<file path="config.mk">
export PLATFORM = sky130hd
export DESIGN_NAME = ar_req_fifo
export DESIGN_NICKNAME = d
export VERILOG_FILES = /design/src/rtl/ar_fifo_pkg.sv /design/src/rtl/ar_legality_chk.sv /design/src/rtl/ar_req_fifo.sv
export SDC_FILE = /design/constraint.sdc
export NUM_CORES = 1
export LEC_CHECK = 0
export BUFFER_PORTS_ARGS = -buffer_cell sky130_fd_sc_hd__clkbuf_2
export CORE_MARGIN = 2
export CORE_UTILIZATION = 45
export DETAILED_ROUTE_END_ITERATION = 6
export PLACE_DENSITY = 0.69
export SLEW_MARGIN = 20
export SYNTH_ARGS = -nofsm -noshare
export SYNTH_HDL_FRONTEND = slang
export SYNTH_SLANG_ARGS = --single-unit
</file>
<file path="constraint.sdc">
create_clock -name clk -period 8.9 [get_ports clk]
set_clock_uncertainty 0.05 [all_clocks]
set_input_delay 0.445 -clock clk [delete_from_list [all_inputs] [get_ports clk]]
set_output_delay 0.445 -clock clk [all_outputs]
set_load 0.02 [all_outputs]
</file>
<file path="src/rtl/ar_fifo_pkg.sv">
// ar_fifo_pkg: shared types, burst encodings and the burst byte-count helper
// for the AXI read-address request queue.
package ar_fifo_pkg;

  // Default field widths; the stored entry is sized with these.
  localparam int AR_ADDR_W = 64;
  localparam int AR_ID_W   = 4;

  // AXI burst type encodings.
  localparam logic [1:0] BURST_FIXED = 2'd0;
  localparam logic [1:0] BURST_INCR  = 2'd1;
  localparam logic [1:0] BURST_WRAP  = 2'd2;
  localparam logic [1:0] BURST_RSVD  = 2'd3;

  // One queued AR request. The legality flag is evaluated once at push and
  // travels with the entry so the head path needs no second checker.
  typedef struct packed {
    logic [AR_ADDR_W-1:0] addr;
    logic [AR_ID_W-1:0]   id;
    logic [1:0]           burst;
    logic [2:0]           size;
    logic [7:0]           len;
    logic                 illegal;
  } ar_entry_t;

  // Total burst bytes = (len + 1) << size. Largest value is 256 << 7 = 32768,
  // so 16 bits never overflow.
  function automatic logic [15:0] burst_bytes(input logic [7:0] len,
                                               input logic [2:0] size);
    return ({8'd0, len} + 16'd1) << size;
  endfunction

endpackage

</file>
<file path="src/rtl/ar_legality_chk.sv">
// ar_legality_chk: combinational AXI AR legality checker. Given the low 12
// address bits, burst type, size and length it flags reserved bursts, bad
// WRAP lengths, misaligned WRAP addresses and INCR bursts that cross a 4 KB
// boundary, and reports the total burst byte count.
module ar_legality_chk
  import ar_fifo_pkg::*;
(
  input  logic [11:0] addr_lo,
  input  logic [1:0]  burst,
  input  logic [2:0]  size,
  input  logic [7:0]  len,
  output logic        illegal,
  output logic [15:0] bytes
);

  logic [11:0] align_mask;
  logic [16:0] end_off;
  logic        wrap_len_ok;
  logic        misaligned;
  logic        crosses_4k;

  // Evaluate every rule in parallel, then select by burst type.
  always_comb begin
    bytes       = burst_bytes(len, size);
    // Ones in the bits below 1<<size; size is at most 7 so this fits 12 bits.
    align_mask  = ~(12'hFFF << size);
    misaligned  = |(addr_lo & align_mask);
    // Wide enough for 0xFFF + 32768 so the comparison never wraps.
    end_off     = {5'd0, addr_lo} + {1'b0, bytes};
    crosses_4k  = end_off > 17'h0_1000;
    wrap_len_ok = (len == 8'd1) || (len == 8'd3) || (len == 8'd7) || (len == 8'd15);
    illegal     = 1'b0;
    case (burst)
      BURST_FIXED: illegal = 1'b0;
      BURST_INCR:  illegal = crosses_4k;
      BURST_WRAP:  illegal = !wrap_len_ok || misaligned;
      default:     illegal = 1'b1;
    endcase
  end

endmodule

</file>
<file path="src/rtl/ar_req_fifo.sv">
// ar_req_fifo: in-order AXI AR request queue with precomputed burst bytes and
// legality flag at the head, occupancy count, almost-full and synchronous
// flush. Defining AR_REQ_FIFO_BYPASS_EN adds a zero-latency path from the
// slave inputs to the head outputs while the queue is empty.
//
// Handshakes: a transfer happens on a rising edge where valid and ready are
// both high. s_arready depends only on registered state and flush; m_valid
// never depends on m_ready. Payload is held stable by the source while valid
// is high and not yet accepted; the m_* payload reads as zero when m_valid=0.
module ar_req_fifo
  import ar_fifo_pkg::*;
#(
  parameter int ADDR_WIDTH   = AR_ADDR_W,  // at least 12, at most AR_ADDR_W
  parameter int ID_WIDTH     = AR_ID_W,    // at most AR_ID_W
  parameter int DEPTH        = 8,          // power of two, at least 2
  parameter int AFULL_THRESH = DEPTH - 2   // 1..DEPTH
) (
  input  logic                    clk,
  input  logic                    rst_n,
  input  logic                    flush,
  input  logic                    s_arvalid,
  output logic                    s_arready,
  input  logic [ADDR_WIDTH-1:0]   s_araddr,
  input  logic [ID_WIDTH-1:0]     s_arid,
  input  logic [1:0]              s_arburst,
  input  logic [2:0]              s_arsize,
  input  logic [7:0]              s_arlen,
  output logic                    m_valid,
  input  logic                    m_ready,
  output logic [ADDR_WIDTH-1:0]   m_addr,
  output logic [ID_WIDTH-1:0]     m_id,
  output logic [1:0]              m_burst,
  output logic [2:0]              m_size,
  output logic [7:0]              m_len,
  output logic [15:0]             m_bytes,
  output logic                    m_illegal,
  output logic [$clog2(DEPTH):0]  count,
  output logic                    almost_full
);

  localparam int IW = $clog2(DEPTH);
  localparam int PW = IW + 1;
  localparam logic [PW-1:0] AFULL_CNT = PW'(AFULL_THRESH);
  localparam logic [PW-1:0] PTR_ONE   = PW'(1);

  // Pointers carry one extra wrap bit so full and empty are distinguishable.
  logic [PW-1:0] wr_ptr, rd_ptr;
  logic [PW-1:0] count_q, count_nxt;
  logic          almost_full_q;
  logic          full, empty;
  logic          push_hs, do_push, do_pop;

  ar_entry_t     mem [DEPTH];
  ar_entry_t     new_entry;
  ar_entry_t     head;

  logic          chk_illegal;
  logic [15:0]   chk_bytes;

`ifdef AR_REQ_FIFO_BYPASS_EN
  logic          bypass_sel;
  logic          pass_thru;
`else
  // Byte count at the input is only needed by the bypass path.
  logic          unused_chk_bytes;
  assign unused_chk_bytes = ^chk_bytes;
`endif

  // One checker serves the push path (and the bypass path when built in).
  ar_legality_chk u_chk (
    .addr_lo (s_araddr[11:0]),
    .burst   (s_arburst),
    .size    (s_arsize),
    .len     (s_arlen),
    .illegal (chk_illegal),
    .bytes   (chk_bytes)
  );

  // Queue status, handshakes and the entry to be written.
  always_comb begin
    full  = (wr_ptr[PW-1] != rd_ptr[PW-1]) && (wr_ptr[IW-1:0] == rd_ptr[IW-1:0]);
    empty = (wr_ptr == rd_ptr);

    s_arready = !full && !flush;
    push_hs   = s_arvalid && s_arready;

`ifdef AR_REQ_FIFO_BYPASS_EN
    bypass_sel = empty && !flush;
    m_valid    = (!empty && !flush) || (bypass_sel && s_arvalid);
    // Taken straight through: nothing is stored and nothing is popped.
    pass_thru  = bypass_sel && s_arvalid && m_ready;
    do_push    = push_hs && !pass_thru;
    do_pop     = m_valid && m_ready && !empty;
`else
    m_valid    = !empty && !flush;
    do_push    = push_hs;
    do_pop     = m_valid && m_ready;
`endif

    new_entry         = '0;
    new_entry.addr    = AR_ADDR_W'(s_araddr);
    new_entry.id      = AR_ID_W'(s_arid);
    new_entry.burst   = s_arburst;
    new_entry.size    = s_arsize;
    new_entry.len     = s_arlen;
    new_entry.illegal = chk_illegal;

    count_nxt = count_q;
    case ({do_push, do_pop})
      2'b10:   count_nxt = count_q + PTR_ONE;
      2'b01:   count_nxt = count_q - PTR_ONE;
      default: count_nxt = count_q;
    endcase
  end

  // Pointer, occupancy and almost-full registers; flush clears them next edge.
  always_ff @(posedge clk or negedge rst_n) begin
    if (!rst_n) begin
      wr_ptr        <= '0;
      rd_ptr        <= '0;
      count_q       <= '0;
      almost_full_q <= 1'b0;
    end else if (flush) begin
      wr_ptr        <= '0;
      rd_ptr        <= '0;
      count_q       <= '0;
      almost_full_q <= 1'b0;
    end else begin
      if (do_push) wr_ptr <= wr_ptr + PTR_ONE;
      if (do_pop)  rd_ptr <= rd_ptr + PTR_ONE;
      count_q       <= count_nxt;
      almost_full_q <= (count_nxt >= AFULL_CNT);
    end
  end

  // Entry storage; no reset, validity is tracked by the pointers alone.
  always_ff @(posedge clk) begin
    if (do_push) mem[wr_ptr[IW-1:0]] <= new_entry;
  end

  // Head presentation: stored head, or the live input when bypassing.
  always_comb begin
    head      = mem[rd_ptr[IW-1:0]];
    m_addr    = '0;
    m_id      = '0;
    m_burst   = '0;
    m_size    = '0;
    m_len     = '0;
    m_bytes   = '0;
    m_illegal = 1'b0;
    if (m_valid) begin
`ifdef AR_REQ_FIFO_BYPASS_EN
      if (empty) begin
        m_addr    = s_araddr;
        m_id      = s_arid;
        m_burst   = s_arburst;
        m_size    = s_arsize;
        m_len     = s_arlen;
        m_bytes   = chk_bytes;
        m_illegal = chk_illegal;
      end else begin
`else
      begin
`endif
        m_addr    = ADDR_WIDTH'(head.addr);
        m_id      = ID_WIDTH'(head.id);
        m_burst   = head.burst;
        m_size    = head.size;
        m_len     = head.len;
        m_bytes   = burst_bytes(head.len, head.size);
        m_illegal = head.illegal;
      end
    end
  end

  assign count       = count_q;
  assign almost_full = almost_full_q;

endmodule
</file>
==> impl_metrics.toml <==
[outcome]
status = "finished clean"

[floorplan]
start_util_pct = 45.67
core_sq_um = 60470
die-area_sq_um = 63370
row_count = 90
io_pins = 191
dieWidth_um = 251.7
dieHeight_um = 251.7

[placement]
gp_congestion = 0.8547
hpwlAfterDp_mm = 32.20
portBuffers = 190
dpl_cell_area_sq_um = 29490
pre_cts_slack_ns = 4.060

[power_and_ir_drop]
comb_power_share_pct = 15.6
powerDensity_nw_per_um2 = 231.3
p_sw_share_pct = 24.58
p_leak_nw = 10.21
ir_drop_mv = 0.1529
p_int_mw = 5.494
power_switching_mw = 1.791
clkPwrFrac_pct = 35.6
p_seq_share_pct = 48.8

[synth]
yosysTopAreaCellShare_pct = 71.33
synth_flop_cell = "edfxtp_1"
syn_avg_cell_area_sq_um = 19.22
synth_seq_cells = 669
yosysSeqAreaShare_pct = 72.51
synth_edf_count = 656
synth.distinct_cells = 80
synth_top_area_cell = "edfxtp_1"
synth_async_sr_flop_share_pct = 1.943
synthesis.area_sq_um = 27620
yosysWarnings = 0
syn_inst = 1437
synth.area.top_cells = "edfxtp_1 71%, mux4_2 13%, mux2i_1 3.1%, nor2_1 1.8%, dfrtp_1 1.2%"
syn-num-nets = 1546

[worst_setup_path]
worstPathMaxFanout = 43
r2r-end = "almost_full"
r2r_slack_ns = 4.89
rr_worst_depth = 16
required_ns = 8.41
worstSetupStartpointType = "flip-flop"
crit_type = "flip-flop to output port"
r2r-start = "rd_ptr[1]"
cp.arrival_ns = 4.68
end_kind = "output port"

[min_path]
worstHoldEndpoint = "mem[0][38]"
hold-path-cell-count = 1
worstHoldStart = "s_araddr[20]"
hold_path.class = "input port to flip-flop"

[timing]
tightest_slew_ns = 1.062
rsz0062_at_grt = "no"
setup_tns_ns = 0
relSlewSlack_pct = 27.18
period_minus_slack_ns = 5.179
period_share_pct = 58.19
setup_violations = 0
slew_violations = 0
holdWs_ns = 0.04768
fmax_mhz = 193.1
hold_viol_final = 0
timing.final.ws_setup_ns = 3.721

[detailed_routing]
routed_wl_mm = 57.59
ant_nets = 0
vias = 14088
drt_iter0_drc = 1088
routedWlPerCell_um = 23.26
drc_errors = 0
drt-vias-per-instance = 5.690
dr.pass1.iters = 5

[finish]
area_growth_pct = 14.03
drive_above_1_share_pct = 29.42
stdcell_area_sq_um = 31490
final_net_count = 1754

[clock_tree]
cts_root_buffer = "clkbuf_16"
clk_latency_ns = 0.61
cts_sinks = 669
htreeDepth = 2
path_clk_slew_ns = 0.06
cts-resized-gates = 0
post_cts_buffers = 0
cts.path.max_buffers = 3
cts_tree = "built"
numCtsBuffers = 61

[global_route]
overflow = 0
grt_max_degree = 169
grt_usage_pct = 18.36
grt_first_pass_wirelength_mm = 87.57
grt_pass1_vias = 14486
antenna_found_initial = 3

[run]
cap_violations = 0
through the flow:
step / instances / util, % / power, mW
2_1_floorplan: 1437 / - / 4.450
3_3_place_gp: 2363 / 48.76 / 4.762
3_5_place_dp: 2363 / 48.76 / 4.777
4_1_cts: 2475 / 52.07 / 7.367
5_1_grt: 2476 / 52.08 / 7.561
6_report: 2476 / 52.08 / 7.284
cell families (layout without fill, tap and decap cells):
family | Yosys count | in the layout | synth area share (%)
multiplexers | 260 | 260 | 16.97
adder cells (fa/ha/maj) | 23 | 23 | 1.096
AO/OA/AOI/OAI | 126 | 126 | 3.280
XOR/XNOR | 18 | 18 | 0.5709
other | 0 | 1 | 0
flip-flops | 669 | 669 | 72.51
buffers and inverters | 92 | 348 | 1.459
AND/OR/NAND/NOR | 249 | 249 | 4.114
final cells by class:
| type | instances | area, sq um |
|---|---|---|
| tap | 782 | 978.4 |
| multi-input combinational | 676 | 7252 |
| timing repair buffer | 214 | 1150 |
| antenna | 1 | 2.502 |
| clock buffer | 70 | 1582 |
| fill | 4702 | 28980 |
| inverter | 23 | 86.33 |
| sequential | 669 | 20040 |
| clock inverter | 41 | 404.1 |
power by group through the flow:
stage	logic (mW)	registers (mW)	clock network [mW]
after floorplan	0.844	3.61	0
after global placement	1.14	3.62	0
after detailed placement	1.15	3.63	0
after CTS	1.15	3.56	2.65
after global routing	1.23	3.56	2.76
final	1.13	3.56	2.59
how the worst max path moves through the flow:
stage | from | endpoint | slack, ns | cells past startpoint
final | rd_ptr[0] | m_bytes[10] | 3.72 | 10
after floorplan | rd_ptr[0] | mem[0][0] | 0.88 | 8
after global placement | s_arlen[0] | mem[0][0] | 4.21 | 16
after global routing | rd_ptr[0] | m_bytes[10] | 3.38 | 10
after detailed placement | s_arlen[0] | mem[0][0] | 4.06 | 16
after CTS | rd_ptr[0] | m_bytes[10] | 3.63 | 10
placed cells by master, fill, tap and decap left out, drive strengths merged, types with 6 or more instances in the layout:
cell	Yosys	layout
a21o	6	6
a21oi	25	25
a31oi	7	7
and2	11	11
buf	36	23
bufinv	0	8
clkbuf	33	260
clkinv	1	32
dfrtp	13	13
edfxtp	656	656
ha	21	21
inv	22	23
mux2	7	7
mux2i	89	89
mux4	164	164
nand2	43	43
nand2b	10	10
nor2	131	131
nor3	13	13
o21ai	25	25
o22ai	7	7
xnor2	6	6
xor2	12	12
critical path, stage by stage, from the launching register on:
cell and delay, ns:
dfrtp_4 1.01, buf_4 0.74, mux4_2 0.60, mux2i_1 0.20
buf_4 0.23, and2_1 0.18, a22oi_1 0.09, o22ai_1 0.45
a22oi_1 0.18, a21oi_1 0.18, clkbuf_2 0.19
routing by layer:
layer / track usage, % / wire [um] / part of all wire [%] / vias up
li1: - / - / - / 6272
met1: 24.77 / 24540 / 43 / 7411
met2: 31.74 / 29620 / 51 / 329
met3: 2.847 / 2468 / 4.3 / 72
met4: 4.048 / 935 / 1.6 / 4
met5: 0 / 27 / 0.047 / -
state kept, by name, summed over array words and instances, names as in the netlist:
signal       count
rd_ptr           4
wr_ptr           4
almost_full      1
count            4
mem            656
timing repair:
item / 4_1_cts / 5_1_grt
hold buffers: 1 / 0
endpoints found under the setup margin: 0 / 0
hold endpoints to repair: 13 / 0
synthesized netlist by cell type, types with 4 or more instances:
| library cell | count |
|---|---|
| nand2b_1 | 10 |
| mux2_2 | 6 |
| buf_6 | 4 |
| o21ai_0 | 23 |
| xnor2_1 | 6 |
| o22ai_1 | 5 |
| a22oi_1 | 4 |
| a211oi_1 | 5 |
| a31oi_1 | 7 |
| a311oi_1 | 4 |
| inv_1 | 21 |
| mux2i_1 | 86 |
| nor2_1 | 131 |
| and3_1 | 5 |
| and2_1 | 11 |
| nor2b_1 | 5 |
| mux4_2 | 164 |
| a21o_1 | 6 |
| or4_1 | 5 |
| ha_1 | 21 |
| dfrtp_1 | 13 |
| buf_1 | 15 |
| a21oi_1 | 24 |
| nand3b_1 | 5 |
| edfxtp_1 | 656 |
| o211ai_1 | 5 |
| buf_2 | 15 |
| nor3_1 | 13 |
| nand2_1 | 42 |
| nand4_1 | 5 |
| clkbuf_1 | 32 |
| xor2_1 | 12 |
Note: power is estimated with default switching activity, not from simulation.
